===== config.mk =====
export PLATFORM = sky130hd
export DESIGN_NAME = paddle_motion
export DESIGN_NICKNAME = d
export VERILOG_FILES = /design/src/rtl/paddle_motion.sv
export SDC_FILE = /design/constraint.sdc
export NUM_CORES = 1
export LEC_CHECK = 0
export CORE_MARGIN = 1.5
export CORE_UTILIZATION = 35
export CTS_CLUSTER_SIZE = 16
export DETAILED_ROUTE_END_ITERATION = 7
export HOLD_SLACK_MARGIN = 0.06
export PLACE_DENSITY_LB_ADDON = 0.15
export SYNTH_ARGS = -nofsm -noshare
export SYNTH_HDL_FRONTEND = slang
export SYNTH_SLANG_ARGS = --single-unit

===== constraint.sdc =====
create_clock -name clk_i -period 3.7 [get_ports clk_i]
set_input_delay 0.74 -clock clk_i [delete_from_list [all_inputs] [get_ports clk_i]]
set_output_delay 0.74 -clock clk_i [all_outputs]
set_load 0.1 [all_outputs]

===== src/rtl/paddle_motion.sv =====
// Paddle Y-position stepper: one move per frame tick, with a speed ramp for
// sustained movement, clamping at the screen edges, and a serve recenter.
module paddle_motion #(
  parameter logic [9:0] SCREEN_H    = 10'd480,
  parameter logic [9:0] PADDLE_H    = 10'd50,
  parameter logic [9:0] START_POS   = 10'd215,
  parameter logic [3:0] BASE_SPEED  = 4'd2,
  parameter logic [3:0] MAX_SPEED   = 4'd6,
  parameter logic [3:0] ACCEL_TICKS = 4'd8
) (
  input  logic       clk_i,
  input  logic       reset_i,
  input  logic       frame_tick_i,
  input  logic [1:0] move_req_i,
  input  logic       recenter_i,
  output logic [9:0] paddle_pos_o,
  output logic [3:0] speed_o,
  output logic       moving_o,
  output logic       at_top_o,
  output logic       at_bottom_o
);

  typedef enum logic [1:0] {IDLE, UP, DOWN} state_e;

  localparam logic [10:0] MAX_POS = {1'b0, SCREEN_H - PADDLE_H};

  state_e      state_q, state_d;
  logic [9:0]  pos_q, pos_d;
  logic [3:0]  speed_q, speed_d;
  logic [3:0]  acc_q, acc_d;

  logic        goUp, goDown, sameDir;
  logic [3:0]  stepSpeed, stepAcc;
  logic [10:0] posExt, stepExt, downSum;

  // A new direction restarts the ramp from base; continuing reuses the live speed.
  assign goUp      = (move_req_i == 2'b01);
  assign goDown    = (move_req_i == 2'b10);
  assign sameDir   = (goUp && state_q == UP) || (goDown && state_q == DOWN);
  assign stepSpeed = sameDir ? speed_q : BASE_SPEED;
  assign stepAcc   = sameDir ? acc_q : 4'd0;
  assign posExt    = {1'b0, pos_q};
  assign stepExt   = {7'd0, stepSpeed};
  assign downSum   = posExt + stepExt;

  always_ff @(posedge clk_i or posedge reset_i) begin
    if (reset_i) begin
      state_q <= IDLE;
      pos_q   <= START_POS;
      speed_q <= BASE_SPEED;
      acc_q   <= 4'd0;
    end else begin
      state_q <= state_d;
      pos_q   <= pos_d;
      speed_q <= speed_d;
      acc_q   <= acc_d;
    end
  end

  always_comb begin
    logic clampEv;
    state_d = state_q;
    pos_d   = pos_q;
    speed_d = speed_q;
    acc_d   = acc_q;
    clampEv = 1'b0;

    if (recenter_i) begin
      state_d = IDLE;
      pos_d   = START_POS;
      speed_d = BASE_SPEED;
      acc_d   = 4'd0;
    end else if (frame_tick_i) begin
      if (!goUp && !goDown) begin
        state_d = IDLE;
        speed_d = BASE_SPEED;
        acc_d   = 4'd0;
      end else begin
        state_d = goUp ? UP : DOWN;
        if (goUp) begin
          if (posExt < stepExt || pos_q == 10'd0) begin
            pos_d   = 10'd0;
            clampEv = 1'b1;
          end else begin
            pos_d = pos_q - {6'd0, stepSpeed};
          end
        end else begin
          if (downSum > MAX_POS || posExt == MAX_POS) begin
            pos_d   = MAX_POS[9:0];
            clampEv = 1'b1;
          end else begin
            pos_d = downSum[9:0];
          end
        end

        // Hitting an edge drops back to base speed; otherwise the move counts toward the ramp.
        if (clampEv) begin
          speed_d = BASE_SPEED;
          acc_d   = 4'd0;
        end else if (stepAcc == ACCEL_TICKS - 4'd1) begin
          acc_d   = 4'd0;
          speed_d = (stepSpeed >= MAX_SPEED) ? MAX_SPEED : stepSpeed + 4'd1;
        end else begin
          acc_d   = stepAcc + 4'd1;
          speed_d = stepSpeed;
        end
      end
    end
  end

  assign paddle_pos_o = pos_q;
  assign speed_o      = speed_q;
  assign moving_o     = (state_q != IDLE);
  assign at_top_o     = (pos_q == 10'd0);
  assign at_bottom_o  = (pos_q == MAX_POS[9:0]);

endmodule


==> flow_summary_export.csv, run 1 <==
group,metric,value,unit
detailed_routing,dr_total_vias,2208,
die,rows,27,
cts,clkTransAtPathRegs,0.07,ns
detailed_routing,post_drt_wl_per_cell,16.0,um
pwr,power_frac_clock,19.4,%
detailed_routing,drt_first_pass_iters,4,
status,status,"finished, final reports clean",
global_route,grt_pass1_wl,10700,um
pwr,p_leak,1.21,nW
cells_and_area,layout_common_cells,"buf_4, nor2_1, inv_1, a21oi_1, nand2_1",
critical_path,ff2ff_setup_slack,0.73,ns
detailed_routing,routed_wl,6350,um
pwr,ir_drop,0.191,mV
pwr,p_total,0.756,mW
cts,clock_sinks,20,
cells_and_area,area_growth,37.1,%
placement,gp_congestion,0.932,
synthesis,async_flop_share,100,%
synthesis,synth_cell_types,58,
cells_and_area,drive_gt1_share,30.7,%
cts,cts_root_buf,"clkbuf_8",
synthesis,synthCells,264,
die,initial_core_util,36.9,%
global_route,grt_max_degree,21,
pwr,p_switching,0.307,mW
placement,dp_slack,-0.470,ns
detailed_routing,ant_nets,0,
die,die_area,6390,um^2
global_route,grt_pass1_vias,2150,
job,cap_violations,0,
cts,cts_buffers,3,
pwr,power_density,266,nW/um^2
die,fp.dieW,79.9,um
min_path,hp-start,"acc_q[1]$_DFFE_PP0P_",
timing,slew_viol_final,0,
critical_path,ff2ff_path_depth,13,
pwr,comb_power_share,46.9,%
timing,setup_ws,0.377,ns
synthesis,yosysWarnings,0,
cts,cts_tree,"yes",
pwr,internal-power,0.449,mW
synthesis,synthFlopType,"dfrtp_1",
cells_and_area,nFillCells,562,
timing,period_minus_slack,3.32,ns
global_route,grt-ovfl-total,0,
min_path,hold_end,"acc_q[1]$_DFFE_PP0P_",
detailed_routing,drcViolationCount,0,
critical_path,worst_ep_required_time,3.88,ns
cells_and_area,layout.nets,349,
global_route,grt_antenna_before_repair,0,
critical_path,startpoint_type,"primary input",
synthesis,yosysSeqAreaShare,24.6,%
min_path,hold_path_class,"register to register",
die,coreArea,5610,um^2
synthesis,syn-num-nets,286,
synthesis,synth_seq_cells,20,
critical_path,r2r_end,"paddle_pos_o[4]$_DFFE_PP1P_",
die,io_pins,23,
critical_path,end_kind,"register",
timing,setup_tns,0,ns
cells_and_area,antennaDiodeCount,0,
timing,slew_headroom,35.1,%
timing,worst_pin_slew,0.971,ns
placement,numPortBuffers,22,
timing,report.final.hold_viol_count,0,
cts,cts_hold_buf,0,
detailed_routing,drt_iter0_drc,164,
cts,insertion_delay,0.25,ns
timing,period_share,89.8,%
critical_path,r2r-start,"state_q[0]$_DFFE_PP0P_",
global_route,gr-usage-all-layers,21.2,%
timing,finalSetupViolCount,0,
timing,rsz0062_at_grt,"no",
synthesis,synth_edf_count,0,
critical_path,worstSetupPathType,"primary input to register",
cells_and_area,seqCellArea,509,um^2
synthesis,postSynthAreaPerCell,7.85,um^2
placement,hpwlAfterDp,4680,um
die,fp.dieH,79.9,um
synthesis,syn_area,2070,um^2
cts,htreeDepth,1,
cts,clk_path_buf_depth,2,
critical_path,critical_path_arrival,3.51,ns
min_path,hold-path-cell-count,2,
cells_and_area,layout_commonest_cell,"buf_4",
cells_and_area,multi_input_area,1560,um^2
timing,clock_skew,0.00224,ns
critical_path,cp_max_fo,6,
detailed_routing,viasPerCell,5.55,
timing,fmax,301,MHz
pwr,p_seq_share,33.7,%
pwr,switching_share,40.6,%
metal layers:
layer  vias to the layer above  share of wire, %  global-route usage, %
li1                       1107                 -                      -
met1                      1025                46                   30.3
met2                        70                47                   35.0
met3                         6               5.9                   1.71
met4                         0              0.76                   3.97
met5                         -                 0                      0
worst max path at each step:
stage,start,end,cells past startpoint
after detailed placement,move_req_i[1],paddle_pos_o[5]$_DFFE_PP0P_,16
after global placement,move_req_i[1],paddle_pos_o[4]$_DFFE_PP1P_,15
final,move_req_i[1],paddle_pos_o[4]$_DFFE_PP1P_,16
after floorplan,move_req_i[1],paddle_pos_o[0]$_DFFE_PP1P_,15
after global routing,move_req_i[1],paddle_pos_o[4]$_DFFE_PP1P_,16
after CTS,move_req_i[1],paddle_pos_o[6]$_DFFE_PP1P_,15
registers in the layout, indices dropped and copies added, names as in the netlist:
register / cells
paddle_pos_o: 10
acc_q: 4
speed_o: 4
state_q: 2
power by group through the flow:
stage | clock (mW) | sequential [mW] | combinational, mW
2_1_floorplan | 0 | 0.308 | 0.155
3_3_place_gp | 0 | 0.259 | 0.324
3_5_place_dp | 0 | 0.258 | 0.321
4_1_cts | 0.153 | 0.254 | 0.333
5_1_grt | 0.165 | 0.257 | 0.381
6_report | 0.147 | 0.255 | 0.354
metrics by stage:
step / util [%] / cells / hold slack (ns) / area, um^2
5_1_grt: 50.6 / 398 / 0.575 / 2840
6_report: 50.6 / 398 / 0.534 / 2840
4_1_cts: 48.8 / 395 / 0.540 / 2740
2_1_floorplan: - / 264 / 0.476 / 2080
3_5_place_dp: 47.1 / 389 / 0.523 / 2640
3_3_place_gp: 47.1 / 389 / 0.514 / 2640
kinds of logic (layout without fill, tap and decap cells):
family / after synthesis / count (layout) / share of synthesized area [%]
and+or+nand+nor: 103 / 103 / 25.4
buffers and inverters: 29 / 91 / 5.68
DFF: 20 / 20 / 24.6
xor gates and xnor gates: 7 / 7 / 2.96
AOI/OAI and AO/OA: 85 / 85 / 29.0
adders and majority gates: 16 / 16 / 10.4
muxes: 4 / 4 / 1.99
cell type report:
class / count / area share (%)
sequential: 20 / 17.9
clock buffer: 4 / 1.59
inverter: 16 / 2.11
tap: 72 / 3.17
timing repair buffer: 71 / 20.4
multi-input combinational: 215 / 54.8
worst max-delay path, stage by stage:
cell and delay (ns):
dlymetal6s2s_1 0.15, inv_1 0.06, ha_2 0.17, nand3b_1 0.11
nand2_2 0.15, and2_4 0.16, ha_1 0.15, inv_1 0.06
fa_2 0.39, buf_4 0.16, xor2_2 0.13, nand3_1 0.11
o221ai_2 0.25, a31oi_4 0.14, or2_4 0.28, a311o_1 0.28
timing repair:
action | in CTS | in global routing
endpoints found under the setup margin | 18 | 18
resized for setup | 8 | 21
pin swaps | 5 | 10
setup buffers | 2 | 3
cloned | 0 | 0
cell usage after synthesis, types with 4 or more instances:
cell | n | area (um^2)
nor2b_1 | 4 | 25.0
dfrtp_1 | 13 | 325
a22oi_1 | 4 | 30.0
nor3_1 | 13 | 65.1
nand2_1 | 16 | 60.1
o21ai_0 | 13 | 65.1
a211oi_1 | 8 | 60.1
inv_1 | 16 | 60.1
a21oi_1 | 15 | 75.1
or3_1 | 4 | 25.0
clkbuf_1 | 10 | 37.5
dfstp_2 | 7 | 184
and2_1 | 4 | 25.0
o211ai_1 | 5 | 37.5
xnor2_1 | 6 | 52.6
or2_2 | 5 | 31.3
nand3_1 | 11 | 55.1
nand2b_1 | 6 | 37.5
nor2_1 | 26 | 97.6
ha_1 | 14 | 175
o21ai_1 | 4 | 20.0
Note: power is estimated with default switching activity, not from simulation.
==> run 2, diff against run 1 <==
--- a/config.mk
+++ b/config.mk
@@ -7,10 +7,10 @@
 export LEC_CHECK = 0
 export CORE_MARGIN = 1.5
 export CORE_UTILIZATION = 35
-export CTS_CLUSTER_SIZE = 16
 export DETAILED_ROUTE_END_ITERATION = 7
 export HOLD_SLACK_MARGIN = 0.06
 export PLACE_DENSITY_LB_ADDON = 0.15
+export SLEW_MARGIN = 40
 export SYNTH_ARGS = -nofsm -noshare
 export SYNTH_HDL_FRONTEND = slang
 export SYNTH_SLANG_ARGS = --single-unit
==> run 2 against run 1 <==
Effect of this change: count of clock-buffer cells in the layout unchanged; critical path type unchanged; final area down 0.84%; first-iteration DRC count unchanged; worst hold slack worse by 0.0026 ns.
==> flow_summary_export.csv, run 2 (synthesis results as in run 1) <==
group,metric,value,unit
cts,insertion_delay,0.26,ns
detailed_routing,post_drt_wl_per_cell,16.3,um
critical_path,cp_slowest_cell,"fa_2",
die,fp.dieW,79.9,um
global_route,grt-ovfl-total,0,
critical_path,critical_path_arrival,3.53,ns
pwr,power_density,270,nW/um^2
critical_path,cpLargestDelayFamily,"simple AND/OR/NAND/NOR gates",
critical_path,cp_max_fo,6,
global_route,grt_antenna_before_repair,0,
cells_and_area,antennaDiodeCount,0,
global_route,grt_pass1_vias,2113,
critical_path,end_kind,"register",
detailed_routing,dr_total_vias,2223,
global_route,grt_max_degree,21,
detailed_routing,routed_wl,6490,um
detailed_routing,ant_nets,0,
die,coreArea,5610,um^2
critical_path,cp_num_buf_inv,4,
cts,clkTransAtPathRegs,0.07,ns
critical_path,worstSetupPathType,"primary input to register",
detailed_routing,drt_first_pass_iters,4,
die,rows,27,
timing,setup_tns,0,ns
global_route,grt_pass1_wl,10700,um
cts,cts_hold_buf,0,
timing,slew_headroom,59.5,%
placement,hpwlAfterDp,4720,um
detailed_routing,viasPerCell,5.57,
pwr,p_total,0.759,mW
pwr,internal-power,0.446,mW
cells_and_area,layout.nets,350,
status,status,"finished, final reports clean",
placement,dp_cells,389,
timing,report.final.hold_viol_count,0,
die,die_area,6390,um^2
global_route,gr-usage-all-layers,21.4,%
critical_path,worst_ep_required_time,3.89,ns
timing,period_share,90.2,%
placement,numPortBuffers,22,
critical_path,critPathMaxStageDelay,0.39,ns
cells_and_area,final_area,2820,um^2
pwr,comb_power_share,46.6,%
cts,cts_root_buf,"clkbuf_8",
timing,rsz0062_at_grt,"no",
detailed_routing,drt_iter0_drc,164,
cts,clock_sinks,20,
cells_and_area,drive_gt1_share,35.5,%
cells_and_area,fin_cells,399,
cells_and_area,final_util,50.2,%
timing,worst_pin_slew,0.602,ns
placement,place_area,2590,um^2
critical_path,cp_common_cell,"inv_1",
critical_path,crit_chain,"dlymetal6s2s_1 > inv_1 > ha_2 > nand3b_1 > nand2_2 > and2_4 > ha_1 > inv_1 > fa_2 > buf_4 > xor2_2 > nand3_1 > o221ai_2 > a31oi_4 > or2_4 > a311o_1",
die,initial_core_util,36.9,%
pwr,p_leak,1.23,nW
critical_path,startpoint_type,"primary input",
pwr,power_frac_clock,19.9,%
cts,clk_path_buf_depth,2,
placement,gp_congestion,0.932,
cells_and_area,layout_commonest_cell,"buf_4",
timing,finalSetupViolCount,0,
detailed_routing,drcViolationCount,0,
pwr,ir_drop,0.183,mV
cells_and_area,area_growth,35.9,%
job,cap_violations,0,
cells_and_area,largest_reg_flops,10,
cells_and_area,layout_common_cells,"buf_4, nor2_1, inv_1, nand2_1",
pwr,p_seq_share,33.5,%
cts,cts_tree,"yes",
timing,fmax,300,MHz
cts,cts_buffers,3,
timing,period_minus_slack,3.34,ns
pwr,switching_share,41.3,%
die,fp.dieH,79.9,um
die,io_pins,23,
timing,clock_skew,0.00243,ns
timing,slew_viol_final,0,
min_path,hold_path_class,"register to register",
cts,htreeDepth,1,
pwr,p_switching,0.314,mW
[run 2: repair_timing]
action | in CTS | in global routing
endpoints found under the setup margin | 18 | 18
buffers inserted | 1 | 5
resized for setup | 10 | 22
pin swaps | 4 | 12
[run 2: final cells by class]
cell class	count	area, um^2
clock buffers	4	45.0
multi-input cells	215	1580
flip-flops and latches	20	509
inverters	16	60.1
well taps	72	90.1
fillers	566	2790
repair buffers	72	533
[run 2: tightest hold or removal path: cells and delay by family (launching register included)]
kind	cells	cell delay [ns]
flops	1	0.37
compound gates	2	0.12
[run 2: path summary, 6_finish.rpt]
check | startpoint | end | slack (ns) | cells past startpoint
max reg2reg | state_q[0]$_DFFE_PP0P_ | paddle_pos_o[4]$_DFFE_PP1P_ | 0.69 | 13
max in group asynchronous | reset_i | paddle_pos_o[0]$_DFFE_PP1P_ | 2.57 | 2
min reg2reg | acc_q[1]$_DFFE_PP0P_ | acc_q[1]$_DFFE_PP0P_ | 0.53 | 2
min in group asynchronous | reset_i | acc_q[1]$_DFFE_PP0P_ | 0.79 | 2
max | move_req_i[1] | paddle_pos_o[4]$_DFFE_PP1P_ | 0.36 | 16
min | acc_q[1]$_DFFE_PP0P_ | acc_q[1]$_DFFE_PP0P_ | 0.53 | 2
[run 2: layer usage]
metal / track usage (%) / up-vias / wire (um)
met1: 30.8 / 1044 / 3050
met4: 6.03 / 0 / 78
met5: 0 / - / 0
met3: 1.83 / 7 / 323
li1: - / 1111 / -
met2: 34.0 / 61 / 3030
[run 2: power groups by stage]
stage	sequential [mW]	clock, mW	combinational [mW]
2_1_floorplan	0.308	0	0.155
3_3_place_gp	0.259	0	0.324
3_5_place_dp	0.258	0	0.316
4_1_cts	0.254	0.155	0.331
5_1_grt	0.257	0.165	0.380
6_report	0.255	0.151	0.354
[run 2: metrics by stage]
stage	worst slack (ns)	hold slack, ns
after floorplan	0.0349	0.476
after global placement	-0.425	0.514
after detailed placement	-0.469	0.523
after CTS	0.00439	0.540
after global routing	0.223	0.575
final	0.362	0.532
